$ cat src/rtl/regfile_pkg.sv
// ---------------------------------------------------------------------------
// regfile_pkg
// Shared definitions for the integer register file: default data width and
// register count, the derived address width, and the INIT/RUN state type
// used by the init sequencer.
//
// Optional feature macro used by reg_file: REGFILE_BYPASS_EN (write-to-read
// forwarding). Nothing in this package depends on it.
// ---------------------------------------------------------------------------
package regfile_pkg;

  // Default data width of every register and port.
  localparam int XLEN_DEF  = 32;

  // Default number of architectural registers, including hardwired-zero x0.
  localparam int NREGS_DEF = 32;

  // Address width for the default register count.
  localparam int ADDR_W    = $clog2(NREGS_DEF);

  // Sequencer state: INIT while the clearing sweep runs, RUN afterwards.
  typedef enum logic {
    RF_INIT = 1'b0,
    RF_RUN  = 1'b1
  } rf_state_e;

endpackage : regfile_pkg

$ cat src/rtl/regfile_init_ctrl.sv
// ---------------------------------------------------------------------------
// regfile_init_ctrl
// Init sequencer for reg_file. After reset it walks a counter from register 1
// up to register NREGS-1, requesting one zero-write per clock, then moves to
// RUN and stays there until the next reset. x0 is never swept because it is
// hardwired to zero at the read ports.
//
// Ports:
//   clk        in   core clock, rising edge
//   rst        in   asynchronous active-high reset (forces INIT, cnt=1)
//   busy       out  high in INIT (which includes the whole time rst is high)
//   init_we    out  sweep write request to the storage write port
//   init_addr  out  register being cleared by the sweep this cycle
// ---------------------------------------------------------------------------
module regfile_init_ctrl
  import regfile_pkg::*;
#(
  parameter int NREGS = NREGS_DEF
) (
  input  logic                     clk,
  input  logic                     rst,
  output logic                     busy,
  output logic                     init_we,
  output logic [$clog2(NREGS)-1:0] init_addr
);

  localparam int RF_AW = $clog2(NREGS);

  // Last register the sweep has to clear.
  localparam logic [RF_AW-1:0] LAST_ADDR  = RF_AW'(NREGS - 1);
  // The sweep starts at x1; x0 needs no storage clear.
  localparam logic [RF_AW-1:0] FIRST_ADDR = RF_AW'(1);

  rf_state_e          r_state;
  logic [RF_AW-1:0]   r_cnt;

  // State register and sweep counter; reset restarts the sweep at x1.
  always_ff @(posedge clk or posedge rst) begin
    if (rst) begin
      r_state <= RF_INIT;
      r_cnt   <= FIRST_ADDR;
    end else begin
      case (r_state)
        RF_INIT: begin
          if (r_cnt == LAST_ADDR) begin
            // This edge clears the final register; hand over to the core.
            r_state <= RF_RUN;
            r_cnt   <= FIRST_ADDR;
          end else begin
            r_state <= RF_INIT;
            r_cnt   <= r_cnt + RF_AW'(1);
          end
        end
        RF_RUN: begin
          r_state <= RF_RUN;
          r_cnt   <= r_cnt;
        end
        default: begin
          r_state <= RF_INIT;
          r_cnt   <= FIRST_ADDR;
        end
      endcase
    end
  end

  // Decode the sweep outputs from the current state.
  always_comb begin
    busy      = 1'b1;
    init_we   = 1'b0;
    init_addr = r_cnt;
    case (r_state)
      RF_INIT: begin
        busy    = 1'b1;
        init_we = 1'b1;
      end
      RF_RUN: begin
        busy    = 1'b0;
        init_we = 1'b0;
      end
      default: begin
        busy    = 1'b1;
        init_we = 1'b0;
      end
    endcase
  end

endmodule : regfile_init_ctrl

$ cat src/rtl/reg_file.sv
// ---------------------------------------------------------------------------
// reg_file
// Integer register file feeding the ALU: two combinational read ports
// (operand A on rd1, register operand B on rd2) and one clocked write port
// for the writeback result. x0 reads as zero and ignores writes. After reset
// a sweep clears x1..x(NREGS-1) one per cycle while busy is high; during that
// time reads return zero and core writes are dropped.
//
// Ports:
//   clk   in   core clock, rising edge
//   rst   in   asynchronous active-high reset
//   a1    in   read address, port 1
//   a2    in   read address, port 2
//   a3    in   write address
//   we3   in   write enable
//   wd3   in   write data
//   rd1   out  read data port 1, combinational from a1 and state
//   rd2   out  read data port 2, combinational from a2 and state
//   busy  out  high during reset and the init sweep; fetch must stall
//
// Build option: define REGFILE_BYPASS_EN to forward wd3 to a read port whose
// address matches an active write (a3 != 0) in the same cycle.
// ---------------------------------------------------------------------------
module reg_file
  import regfile_pkg::*;
#(
  parameter int XLEN  = XLEN_DEF,
  parameter int NREGS = NREGS_DEF
) (
  input  logic                     clk,
  input  logic                     rst,
  input  logic [$clog2(NREGS)-1:0] a1,
  input  logic [$clog2(NREGS)-1:0] a2,
  input  logic [$clog2(NREGS)-1:0] a3,
  input  logic                     we3,
  input  logic [XLEN-1:0]          wd3,
  output logic [XLEN-1:0]          rd1,
  output logic [XLEN-1:0]          rd2,
  output logic                     busy
);

  localparam int RF_AW = $clog2(NREGS);
  localparam logic [RF_AW-1:0] ZERO_ADDR = RF_AW'(0);

  // Storage; entry 0 is never written and never read out (x0 is forced).
  logic [XLEN-1:0]  r_mem [NREGS];

  logic             w_busy;
  logic             w_init_we;
  logic [RF_AW-1:0] w_init_addr;

  logic             w_wr_en;
  logic [RF_AW-1:0] w_wr_addr;
  logic [XLEN-1:0]  w_wr_data;

  regfile_init_ctrl #(
    .NREGS     (NREGS)
  ) u_init_ctrl (
    .clk       (clk),
    .rst       (rst),
    .busy      (w_busy),
    .init_we   (w_init_we),
    .init_addr (w_init_addr)
  );

  assign busy = w_busy;

  // Write-port mux: the sweep owns the port in INIT, the core in RUN.
  // Nothing is written on an edge that sees rst, so a write racing a
  // mid-run reset is dropped.
  always_comb begin
    w_wr_en   = 1'b0;
    w_wr_addr = ZERO_ADDR;
    w_wr_data = {XLEN{1'b0}};
    if (rst) begin
      w_wr_en = 1'b0;
    end else if (w_busy) begin
      w_wr_en   = w_init_we;
      w_wr_addr = w_init_addr;
      w_wr_data = {XLEN{1'b0}};
    end else begin
      w_wr_en   = we3 && (a3 != ZERO_ADDR);
      w_wr_addr = a3;
      w_wr_data = wd3;
    end
  end

  // Storage array update; contents are cleared by the sweep, not by rst.
  always_ff @(posedge clk) begin
    if (w_wr_en) begin
      r_mem[w_wr_addr] <= w_wr_data;
    end
  end

`ifdef REGFILE_BYPASS_EN
  logic w_byp1;
  logic w_byp2;

  // Same-cycle forwarding matches; only real writes (a3 != 0) forward.
  always_comb begin
    w_byp1 = 1'b0;
    w_byp2 = 1'b0;
    if (we3 && (a3 != ZERO_ADDR)) begin
      w_byp1 = (a1 == a3);
      w_byp2 = (a2 == a3);
    end else begin
      w_byp1 = 1'b0;
      w_byp2 = 1'b0;
    end
  end
`endif

  // Read port 1: INIT and x0 forcing take priority over any forwarding.
  always_comb begin
    rd1 = {XLEN{1'b0}};
    if (w_busy) begin
      rd1 = {XLEN{1'b0}};
    end else if (a1 == ZERO_ADDR) begin
      rd1 = {XLEN{1'b0}};
`ifdef REGFILE_BYPASS_EN
    end else if (w_byp1) begin
      rd1 = wd3;
`endif
    end else begin
      rd1 = r_mem[a1];
    end
  end

  // Read port 2: same priority as port 1.
  always_comb begin
    rd2 = {XLEN{1'b0}};
    if (w_busy) begin
      rd2 = {XLEN{1'b0}};
    end else if (a2 == ZERO_ADDR) begin
      rd2 = {XLEN{1'b0}};
`ifdef REGFILE_BYPASS_EN
    end else if (w_byp2) begin
      rd2 = wd3;
`endif
    end else begin
      rd2 = r_mem[a2];
    end
  end

endmodule : reg_file

$ cat config.mk
export PLATFORM = sky130hd
export DESIGN_NAME = reg_file
export DESIGN_NICKNAME = d
export VERILOG_FILES = /design/src/rtl/regfile_pkg.sv /design/src/rtl/regfile_init_ctrl.sv /design/src/rtl/reg_file.sv
export SDC_FILE = /design/constraint.sdc
export NUM_CORES = 1
export LEC_CHECK = 0
export CORE_ASPECT_RATIO = 1.1
export CORE_UTILIZATION = 45
export DETAILED_ROUTE_END_ITERATION = 10
export GPL_TIMING_DRIVEN = 1
export SLEW_MARGIN = 10
export SYNTH_ARGS = -nofsm -noshare
export SYNTH_HDL_FRONTEND = slang
export SYNTH_SLANG_ARGS = --single-unit
$ cat constraint.sdc
create_clock -name clk -period 9.6 [get_ports clk]
set_clock_uncertainty 0.2 [all_clocks]
set_input_delay 1.92 -clock clk [delete_from_list [all_inputs] [get_ports clk]]
set_output_delay 1.92 -clock clk [all_outputs]
set_load 0.1 [all_outputs]
==> metrics.txt, run 1 <==
status complete, no violations; final wirelength approximately 160000 um; Gates resized, CTS repair 0; Synth Area in Simple Gates 2.890%; MaxCap Viol Count 0; most frequent cell after synthesis edfxtp_1; Crit path arrival time 6150 ps; pin count of the biggest net entering global routing roughly 120; multiplexer share of the synthesized area between 20% and 30%; Post-Synthesis Cell Area about 47000 um2; gr usage total 30.29%; HP Start u_init_ctrl.init_addr[0]$_DFFE_PP1N_; drc violations 0; top_reg_cell synth edfxtp_1; Placed Cells incl. Taps 4109; R2R cell count 6; Worst path slowest cell clkdlybuf4s50_1; Post-synth EDFFs 993; worst-path maximum fanout 16; Buffers on Ports roughly 110; VDD IR max around 0.00018 V; routed length per instance between 30 and 40 um; Starting Density 45.45%; top cells by area, synth edfxtp_1 (64%), mux2i_1 (10%), mux4_2 (10%), a22oi_1 (3.0%), o22ai_1 (2.5%); Synth Area in Compound Gates under 10%; CTS tree built; die height around 340 um; Chip Width approximately 310 um; Mean Syn Cell Area between 15 and 20 um2; CP endpoint kind output pin; row count approximately 120; via count 29630; H-tree depth 3; largest family of logic cells by synthesized area multiplexers; r2r endpoint r_mem[5][4]$_DFFE_PP_; clk sinks ~1000; initial drt markers between 3000 and 4000; critical path launch point type primary input; hold_buf cts 0; GP Congestion ~0.83; initial antenna violation count 3; Synth cell types 54; Final nets between 2000 and 3000; Post-Synthesis Cells ~2800; Ports approximately 120; setup tns final 0 ps; sequential-to-total area share from yosys stat approximately 64%; area grow syn2layout 12.33%; Yosys reg bits around 1000; Core Area slightly above 100000 um2; crit path time final roughly 8300 ps; Pre-antenna DRT Iters 6; Top delay family on crit path buffers and inverters; Max-slew headroom 19.77%; cell repeated most along the worst path clkdlybuf4s50_1; RSZ-0062 raised after global routing no; non-filler cells, final approximately 4300; worst skew pair latency between 600 and 700 ps; worst hold path type flop to flop; Final setup viols 0; Required @ worst endpoint ~7500 ps; post-CTS setup buffer count 0; total CTS buffers between 100 and 150; HPWL after detailed placement around 86000 um; R2R Path Start u_init_ctrl.r_state$_DFF_PP0_; Levels on crit path 7; fmax about 0.12 GHz; slew of the pin with the lowest slew margin approximately 1200 ps; CTS root buf clkbuf_16; Overflow after GRT 0; diode count 0; critical path class primary input to output pin; hold depth 2; Synth warnings 0; fin util around half; hold slack 297.1 ps; slack of the worst reg-to-reg path around 5400 ps; xor and xnor area share after synthesis 0%; total power roughly 0.0097 W; CTS Buffer Depth 3; share of cells above drive strength 1 between 10% and 20%; Critical Path Max Stage Delay around 1200 ps; Yosys top cell by area edfxtp_1; Final Max Tran Viols 0; Worst Path Buf+Inv 3; drt via density 6.901; Post-Synth Adder-Cell Area less than 1%; vias in the first global route 30200; clk slew on worst S/H paths approximately 60 ps; Hold Path Sink u_init_ctrl.init_addr[0]$_DFFE_PP1N_; ys async rst share less than 1%; area share of the largest cell type after synthesis between 60% and 70%; pwr dens about 190 nW/um2; Die Area between 100000 and 150000 um2; critical path, cell by cell clkdlybuf4s50_1, nand3_1, nor2_4, buf_4, a22oi_1, nand4_1, clkdlybuf4s50_1; final hold vios 0; period utilization a little under nine tenths; global-route wire length before repair between 200000 and 250000 um; post-route ant nets 0; synth cell count leaders edfxtp_1 (993), mux2i_1 (474), mux4_2 (209), o22ai_1 (188), a22oi_1 (184); Syn Nets around 2800; leakage 17.68 nW
[through the flow]
stage	instance area [um2]	worst slack, ps
floorplan	46580	3149
CTS	52330	1420
finish	52330	1332
detailed placement	49200	1427
global placement	49200	1427
global route	52330	1367
[cell usage in the layout, fill, tap and decap left out, types with 60 or more instances in the layout]
master / synthesis / layout
a22oi_1: 184 / 184
buf_4: 35 / 93
clkbuf_16: 0 / 106
clkdlybuf4s50_1: 0 / 90
edfxtp_1: 993 / 993
mux2i_1: 474 / 474
mux4_2: 209 / 209
nand2_1: 83 / 80
nand4_1: 60 / 60
o22ai_1: 188 / 188
[layout make-up]
class | count | area, um2
multi-input combinational | 1534 | 15700
clock inverter | 58 | 406.6
clock buffer | 126 | 2728
timing repair buffer | 193 | 1779
sequential | 999 | 29970
tap | 1375 | 1720
inverter | 8 | 30.03
fill | 8414 | 50170
[worst register-to-register path, cell delays in order (launching register included)]
cell     delay (ps)
dfrtp_2         370
buf_4           680
nand2_1         150
a21oi_1         220
nand2_1         490
nor2_4         1060
buf_4           680
[cell families after synthesis]
kind of cell	count (synthesis)
adders and majority gates	2
DFF	999
muxes	738
AOI/OAI and AO/OA	528
and+or+nand+nor	266
buffers and inverters	238
[metal layers]
metal / part of all wire [%] / track usage, %
met3: 9.0 / 5.238
met2: 49 / 49.71
met5: 0.011 / 0
met4: 5.0 / 14.00
met1: 37 / 39.26
[power breakdown]
group          switching [W]  total (W)  internal (W)  leakage (nW)
registers         0.00000617    0.00482       0.00481          9.25
logic               0.000766    0.00108      0.000315          6.91
clock network        0.00169    0.00383       0.00214          1.53
[sequential cells by signal, indices dropped and copies added, names as in the netlist]
name / cells
u_init_ctrl.init_addr: 5
u_init_ctrl.r_state: 1
r_mem: 993
[worst max path at each step]
stage                      from  endpoint  slack (ps)
final                     a2[2]   rd2[17]        1330
after global routing      a2[2]   rd2[17]        1370
after CTS                 a2[2]   rd2[17]        1420
after detailed placement  a2[2]   rd2[17]        1430
after global placement    a2[2]   rd2[30]        1430
after floorplan           a1[1]   rd1[30]        3150
Note: power is estimated with default switching activity, not from simulation.
==> inputs of run 2 (changes only) <==
--- a/config.mk
+++ b/config.mk
@@ -5,7 +5,6 @@
 export SDC_FILE = /design/constraint.sdc
 export NUM_CORES = 1
 export LEC_CHECK = 0
-export CORE_ASPECT_RATIO = 1.1
 export CORE_UTILIZATION = 45
 export DETAILED_ROUTE_END_ITERATION = 10
 export GPL_TIMING_DRIVEN = 1
@@ -13,3 +12,4 @@
 export SYNTH_ARGS = -nofsm -noshare
 export SYNTH_HDL_FRONTEND = slang
 export SYNTH_SLANG_ARGS = --single-unit
+export TNS_END_PERCENT = 20
==> run 2 against run 1 <==
Worst hold slack about the same. Total power increased by 1.8%. Largest power group unchanged. Setup slack improved by 100 ps. Design area increased by 0.33%. Highest routed layer unchanged.
==> metrics.txt, run 2 (synthesized netlist as in run 1, its figures left out) <==
status complete, no violations; Levels on crit path 7 (unchanged); Final setup viols 0 (unchanged); Core Area 102200 um2 (-0.31%); critical path launch point type primary input; critical path class primary input to output pin; Critical Path Max Stage Delay 1200 ps (+20 ps); most common cell after layout, fill and taps aside edfxtp_1; hold_buf cts 0 (unchanged); Pre-antenna DRT Iters 6 (unchanged); CP endpoint kind output pin; pwr dens 188.7 nW/um2 (+1.5%); global-route wire length before repair 214000 um (-4.0%); share of cells above drive strength 1 19.84% (+1.1 points); drt via density 6.795 (-1.5%); Register Area 29970 um2 (unchanged); critical path, cell by cell clkdlybuf4s50_1, nand3_1, nor2_4, buf_4, a22oi_1, nand4_1, clkdlybuf4s50_1; Starting Density 45.59% (+0.14 points); Chip Width 323.7 um (+4.8%); drc violations 0 (unchanged); Worst Path Buf+Inv 3 (unchanged); CTS root buf clkbuf_16; Crit path arrival time 6050 ps (-100 ps); final worst setup slack 1433 ps (+100.8 ps); CTS Buffer Depth 3 (unchanged); Die Area 104800 um2 (about the same); VDD IR max 0.0001955 V (+6.3%); slew of the pin with the lowest slew margin 1215 ps (+11.99 ps); post-CTS setup buffer count 0 (unchanged); total CTS buffers 106 (+1.9%); Post-Place Cell Area 49120 um2 (-0.16%); vias in the first global route 29310 (-2.9%); most frequent cells in the layout edfxtp_1 (993), mux2i_1 (474), mux4_2 (209); R2R cell count 6 (unchanged); CTS tree built; max reg flops 993 (unchanged); Top delay family on crit path buffers and inverters; Final nets 2895 (+0.10%); fmax 0.1224 GHz (+1.2%); initial antenna violation count 4 (+1); Buffers on Ports 114 (unchanged); MaxCap Viol Count 0 (unchanged); dpl ws 1551 ps (+124.2 ps); area of the multi-input gates 15700 um2 (about the same); cell repeated most along the worst path clkdlybuf4s50_1; Required @ worst endpoint 7480 ps (about the same); initial drt markers 3857 (-0.72%); Max-slew headroom 18.97% (-0.80 points); Ports 115 (unchanged); routed length per instance 35.45 um (-4.8%); post-route cell area 52500 um2 (+0.33%); HPWL after detailed placement 83480 um (-3.0%); H-tree depth 3 (unchanged); Overflow after GRT 0 (unchanged); via count 29230 (-1.3%); worst hold path type flop to flop; clk sinks 999 (unchanged); register bank with the most flops r_mem; setup tns final 0 ps (unchanged); worst skew pair latency 690 ps (about the same); Worst path slowest cell clkdlybuf4s50_1; leakage 17.82 nW (+0.77%); gr usage total 29.04% (-1.3 points); diode count 0 (unchanged); Fill cells 8407 (-0.083%); clk slew on worst S/H paths 60 ps (about the same); crit path time final 8167 ps (-100.8 ps); hold depth 2 (unchanged); die height 323.7 um (-4.6%); Gates resized, CTS repair 0 (unchanged); final hold vios 0 (unchanged); final wirelength 152500 um (-4.6%); row count 117 (-4.9%); post-route ant nets 0 (unchanged); GP Congestion 0.8440 (+1.5%); worst-path maximum fanout 20 (+4); period utilization 85.07% (-1.0 points); area grow syn2layout 12.70%; RSZ-0062 raised after global routing no; pin count of the biggest net entering global routing 99 (-15%); Final Max Tran Viols 0 (unchanged)
-- run 2: changes by cell type in the layout (fill, tap and decap cells not counted), sizes merged --
cell,delta
clkinv,+3
inv,+3
clkdlybuf4s50,-13
bufinv,+5
buf,+14
clkinvlp,+3
clkbuf,+1
-- run 2: through the flow --
step | cells | power (W) | hold WS [ps] | util [%]
final | 4302 | 0.009907 | 297.3 | 51.38
after global routing | 4302 | 0.01015 | 319.1 | 51.38
after CTS | 4302 | 0.009946 | 299.0 | 51.38
after detailed placement | 4103 | 0.005968 | 289.2 | 48.07
after global placement | 4103 | 0.005957 | 283.4 | 48.07
after floorplan | 2771 | 0.005649 | 268.7 | -
-- run 2: power by group --
part | switching (W) | internal, W | total, W
logic | 0.000754 | 0.000311 | 0.00107
registers | 0.00000605 | 0.00481 | 0.00482
clock network | 0.00171 | 0.00231 | 0.00402
-- run 2: path summary, 6_finish.rpt --
kind	from	endpoint	slack, ps
max reg2reg	u_init_ctrl.r_state$_DFF_PP0_	r_mem[30][31]$_DFFE_PP_	5080
min	u_init_ctrl.init_addr[0]$_DFFE_PP1N_	u_init_ctrl.init_addr[0]$_DFFE_PP1N_	300
max	a2[2]	rd2[30]	1430
max in group asynchronous	rst	u_init_ctrl.r_state$_DFF_PP0_	6920
min reg2reg	u_init_ctrl.init_addr[0]$_DFFE_PP1N_	u_init_ctrl.init_addr[0]$_DFFE_PP1N_	300
min in group asynchronous	rst	u_init_ctrl.init_addr[3]$_DFFE_PP0N_	1760
-- run 2: worst min-delay path: stages, from the launching register on --
cell and delay, ps:
dfstp_2 390, inv_1 50, a21oi_1 60
-- run 2: metal layers --
metal | up-vias | global-route usage, % | part of all wire (%)
met5 | - | 0 | 0.017
met4 | 4 | 13.93 | 5.3
met3 | 372 | 4.676 | 8.4
met2 | 1696 | 46.58 | 47
met1 | 15330 | 38.72 | 39
li1 | 11830 | - | -
-- run 2: cell type report --
type	instances	area share, %
clock buffers	127	5.243
clock inverters	72	1.199
inverters	8	0.05720
multi-input cells	1534	29.91
flip-flops and latches	999	57.09
well taps	1368	3.260
repair buffers	194	3.246
==> RTL change: new RTL, config.mk and constraints of run 1 <==
The package constant `XLEN_DEF` goes from 32 to 28.
--- a/src/rtl/regfile_pkg.sv
+++ b/src/rtl/regfile_pkg.sv
@@ -10,7 +10,7 @@
 package regfile_pkg;
 
   // Default data width of every register and port.
-  localparam int XLEN_DEF  = 32;
+  localparam int XLEN_DEF  = 28;
 
   // Default number of architectural registers, including hardwired-zero x0.
   localparam int NREGS_DEF = 32;
Ports: changed (resized rd1, rd2 and wd3); port bits go from 115 to 103. No check against the original RTL was run, so the function may have changed too.
==> RTL change against run 1 <==
- via count is 13% lower
- synthesized cell count is 15% lower
- combinational power is 9% lower
- die area is 10% lower
- sequential share of layout area is 0.078 points higher
- register-to-register slack better by 0.15 ns
- cell area is 9.8% lower
- routed wire length is 13% lower
- area after synthesis is 11% lower
- worst setup slack better by 0.092 ns
- largest cell class unchanged
- sequential cell count is 97 lower
- non-clock buffer count is 1 lower
- total power is 8.4% lower
==> RTL change: results <==
metrics = {
    "outcome": {
        "result_of_the_run": "finished clean",
    },
    "route": {
        "detail_route.wl_per_cell_um": 37.67,
        "wirelength_um": 139800,
        "route.met2.wl_um": 67690,
        "wirelength_met1_um": 52220,
        "routed_via_density": 6.947,
        "first_drt_iteration_drcs": 3302,
        "wl_met3_um": 12260,
    },
    "grt": {
        "number_of_global_route_vias_before_repair": 25850,
        "initial_antenna_violation_count": 5,
        "grt_pass1_wl_um": 194300,
        "grt_use_met2_pct": 48.94,
        "grt.total_usage_pct": 29.68,
        "global_route.usage.met1_pct": 38.14,
        "maximum_number_of_pins_on_one_net_before_global_route_repair": 113,
        "groute.layer.met3.usage_pct": 5.196,
    },
    "layout": {
        "layout-drive-gt1-share_pct": 21.90,
        "buffer_area_share_pct": 3.755,
        "largest_reg_flops": 896,
        "final-seq-area_um2": 27060,
        "number_of_buffers_outside_the_clock_class_in_the_layout": 192,
        "clkbuf_count": 115,
        "clock_tree_area_fraction_pct": 6.264,
        "antennaDiodeCount": 1,
        "final_nets": 2510,
        "nMultiInputCombCells": 1265,
        "layout.non_clock_inverters": 5,
        "max_flop_register": "r_mem",
        "multi_input_area_share_pct": 29.46,
        "fillerInstances": 7286,
    },
    "yosys": {
        "post_synth_inst_count": 2359,
        "ys_ff_latch": 902,
        "synth_warnings": 0,
        "synth-compound-area-share_pct": 6.818,
        "synth_top_cells_by_area": "sky130_fd_sc_hd__edfxtp_1 65%, sky130_fd_sc_hd__mux4_2 14%, sky130_fd_sc_hd__mux2i_1 8.0%",
        "synth.yosys.seq_area_share_pct": 64.90,
        "synth-edff-count": 896,
        "post_synth_fa_ha_maj_area_fraction_pct": 0.06002,
        "synth.cells.most_frequent": "896 x sky130_fd_sc_hd__edfxtp_1, 334 x sky130_fd_sc_hd__mux2i_1, 253 x sky130_fd_sc_hd__mux4_2",
        "synth_cell_type_count": 54,
        "async_reset_ff_share_pct": 0.6652,
        "post_synth_mux_area_share_pct": 22.55,
    },
    "clocking": {
        "clockRootBuffer": "sky130_fd_sc_hd__clkbuf_16",
        "clock_latency_ns": 0.65,
        "htreeDepth": 3,
        "postCtsSetupBuffers": 0,
        "cts_inserted_buffers": 96,
    },
    "critical_path": {
        "worstPathArrival_ns": 6.06,
        "critical_path.max_fanout": 17,
    },
    "min_path": {
        "worstHoldPathType": "reg2reg",
    },
    "power": {
        "power_leakage_nw": 15.82,
        "vdd.ir_drop.worst_v": 0.0002007,
    },
    "placement": {
        "placedInstanceArea_um2": 44220,
        "portBuffers": 102,
        "post-place-cells": 3544,
        "finalWeightedCongestion": 0.8673,
        "place.detailed.hpwl_um": 80510,
    },
    "sta": {
        "worst-slew-pin-transition_ns": 1.365,
    },
    "floorplan": {
        "floorplan_core_area_um2": 91440,
    },
}
## RTL change: through the flow
step	utilization [%]	setup WS, ns	hold WS (ns)	power, mW
after global routing	51.60	1.415	0.3424	9.117
final	51.60	1.424	0.2971	8.918
after CTS	51.59	1.531	0.3002	8.952
after detailed placement	48.36	1.554	0.2913	5.407
after global placement	48.36	1.634	0.2793	5.401
after floorplan	-	3.494	0.2690	5.086
## RTL change: worst max-delay path: stages
cell and delay, ns:
sky130_fd_sc_hd__clkdlybuf4s50_1 0.76, sky130_fd_sc_hd__nand2_2 0.21, sky130_fd_sc_hd__nor3b_4 0.92, sky130_fd_sc_hd__buf_4 0.51, sky130_fd_sc_hd__a22oi_1 0.16, sky130_fd_sc_hd__nand4_1 0.34, sky130_fd_sc_hd__clkdlybuf4s50_1 1.21
## RTL change: report_power, final
group / leakage [nW] / total, mW / internal [mW] / switching, mW
clock network: 1.45 / 3.59 / 2.06 / 1.52
logic: 6.04 / 0.979 / 0.289 / 0.690
registers: 8.34 / 4.35 / 4.35 / 0.00547
## RTL change: cell families after synthesis
logic type | after synthesis
compound gates | 433
fa+ha+maj | 2
buf+inv | 192
flops | 902
mux | 619
simple gates | 211
## RTL change: path summary, 6_finish.rpt
kind                                          startpoint                       end  slack (ns)  cells past startpoint
worst max-delay path                               a2[2]                    rd2[4]        1.42                      7
worst min-delay path            u_init_ctrl.init_addr[0]  u_init_ctrl.init_addr[0]        0.30                      2
worst max register to register       u_init_ctrl.r_state             r_mem[29][26]        5.53                      5
worst min register to register  u_init_ctrl.init_addr[0]  u_init_ctrl.init_addr[0]        0.30                      2
max in group asynchronous                            rst       u_init_ctrl.r_state        6.49                      2
min in group asynchronous                            rst       u_init_ctrl.r_state        1.95                      2
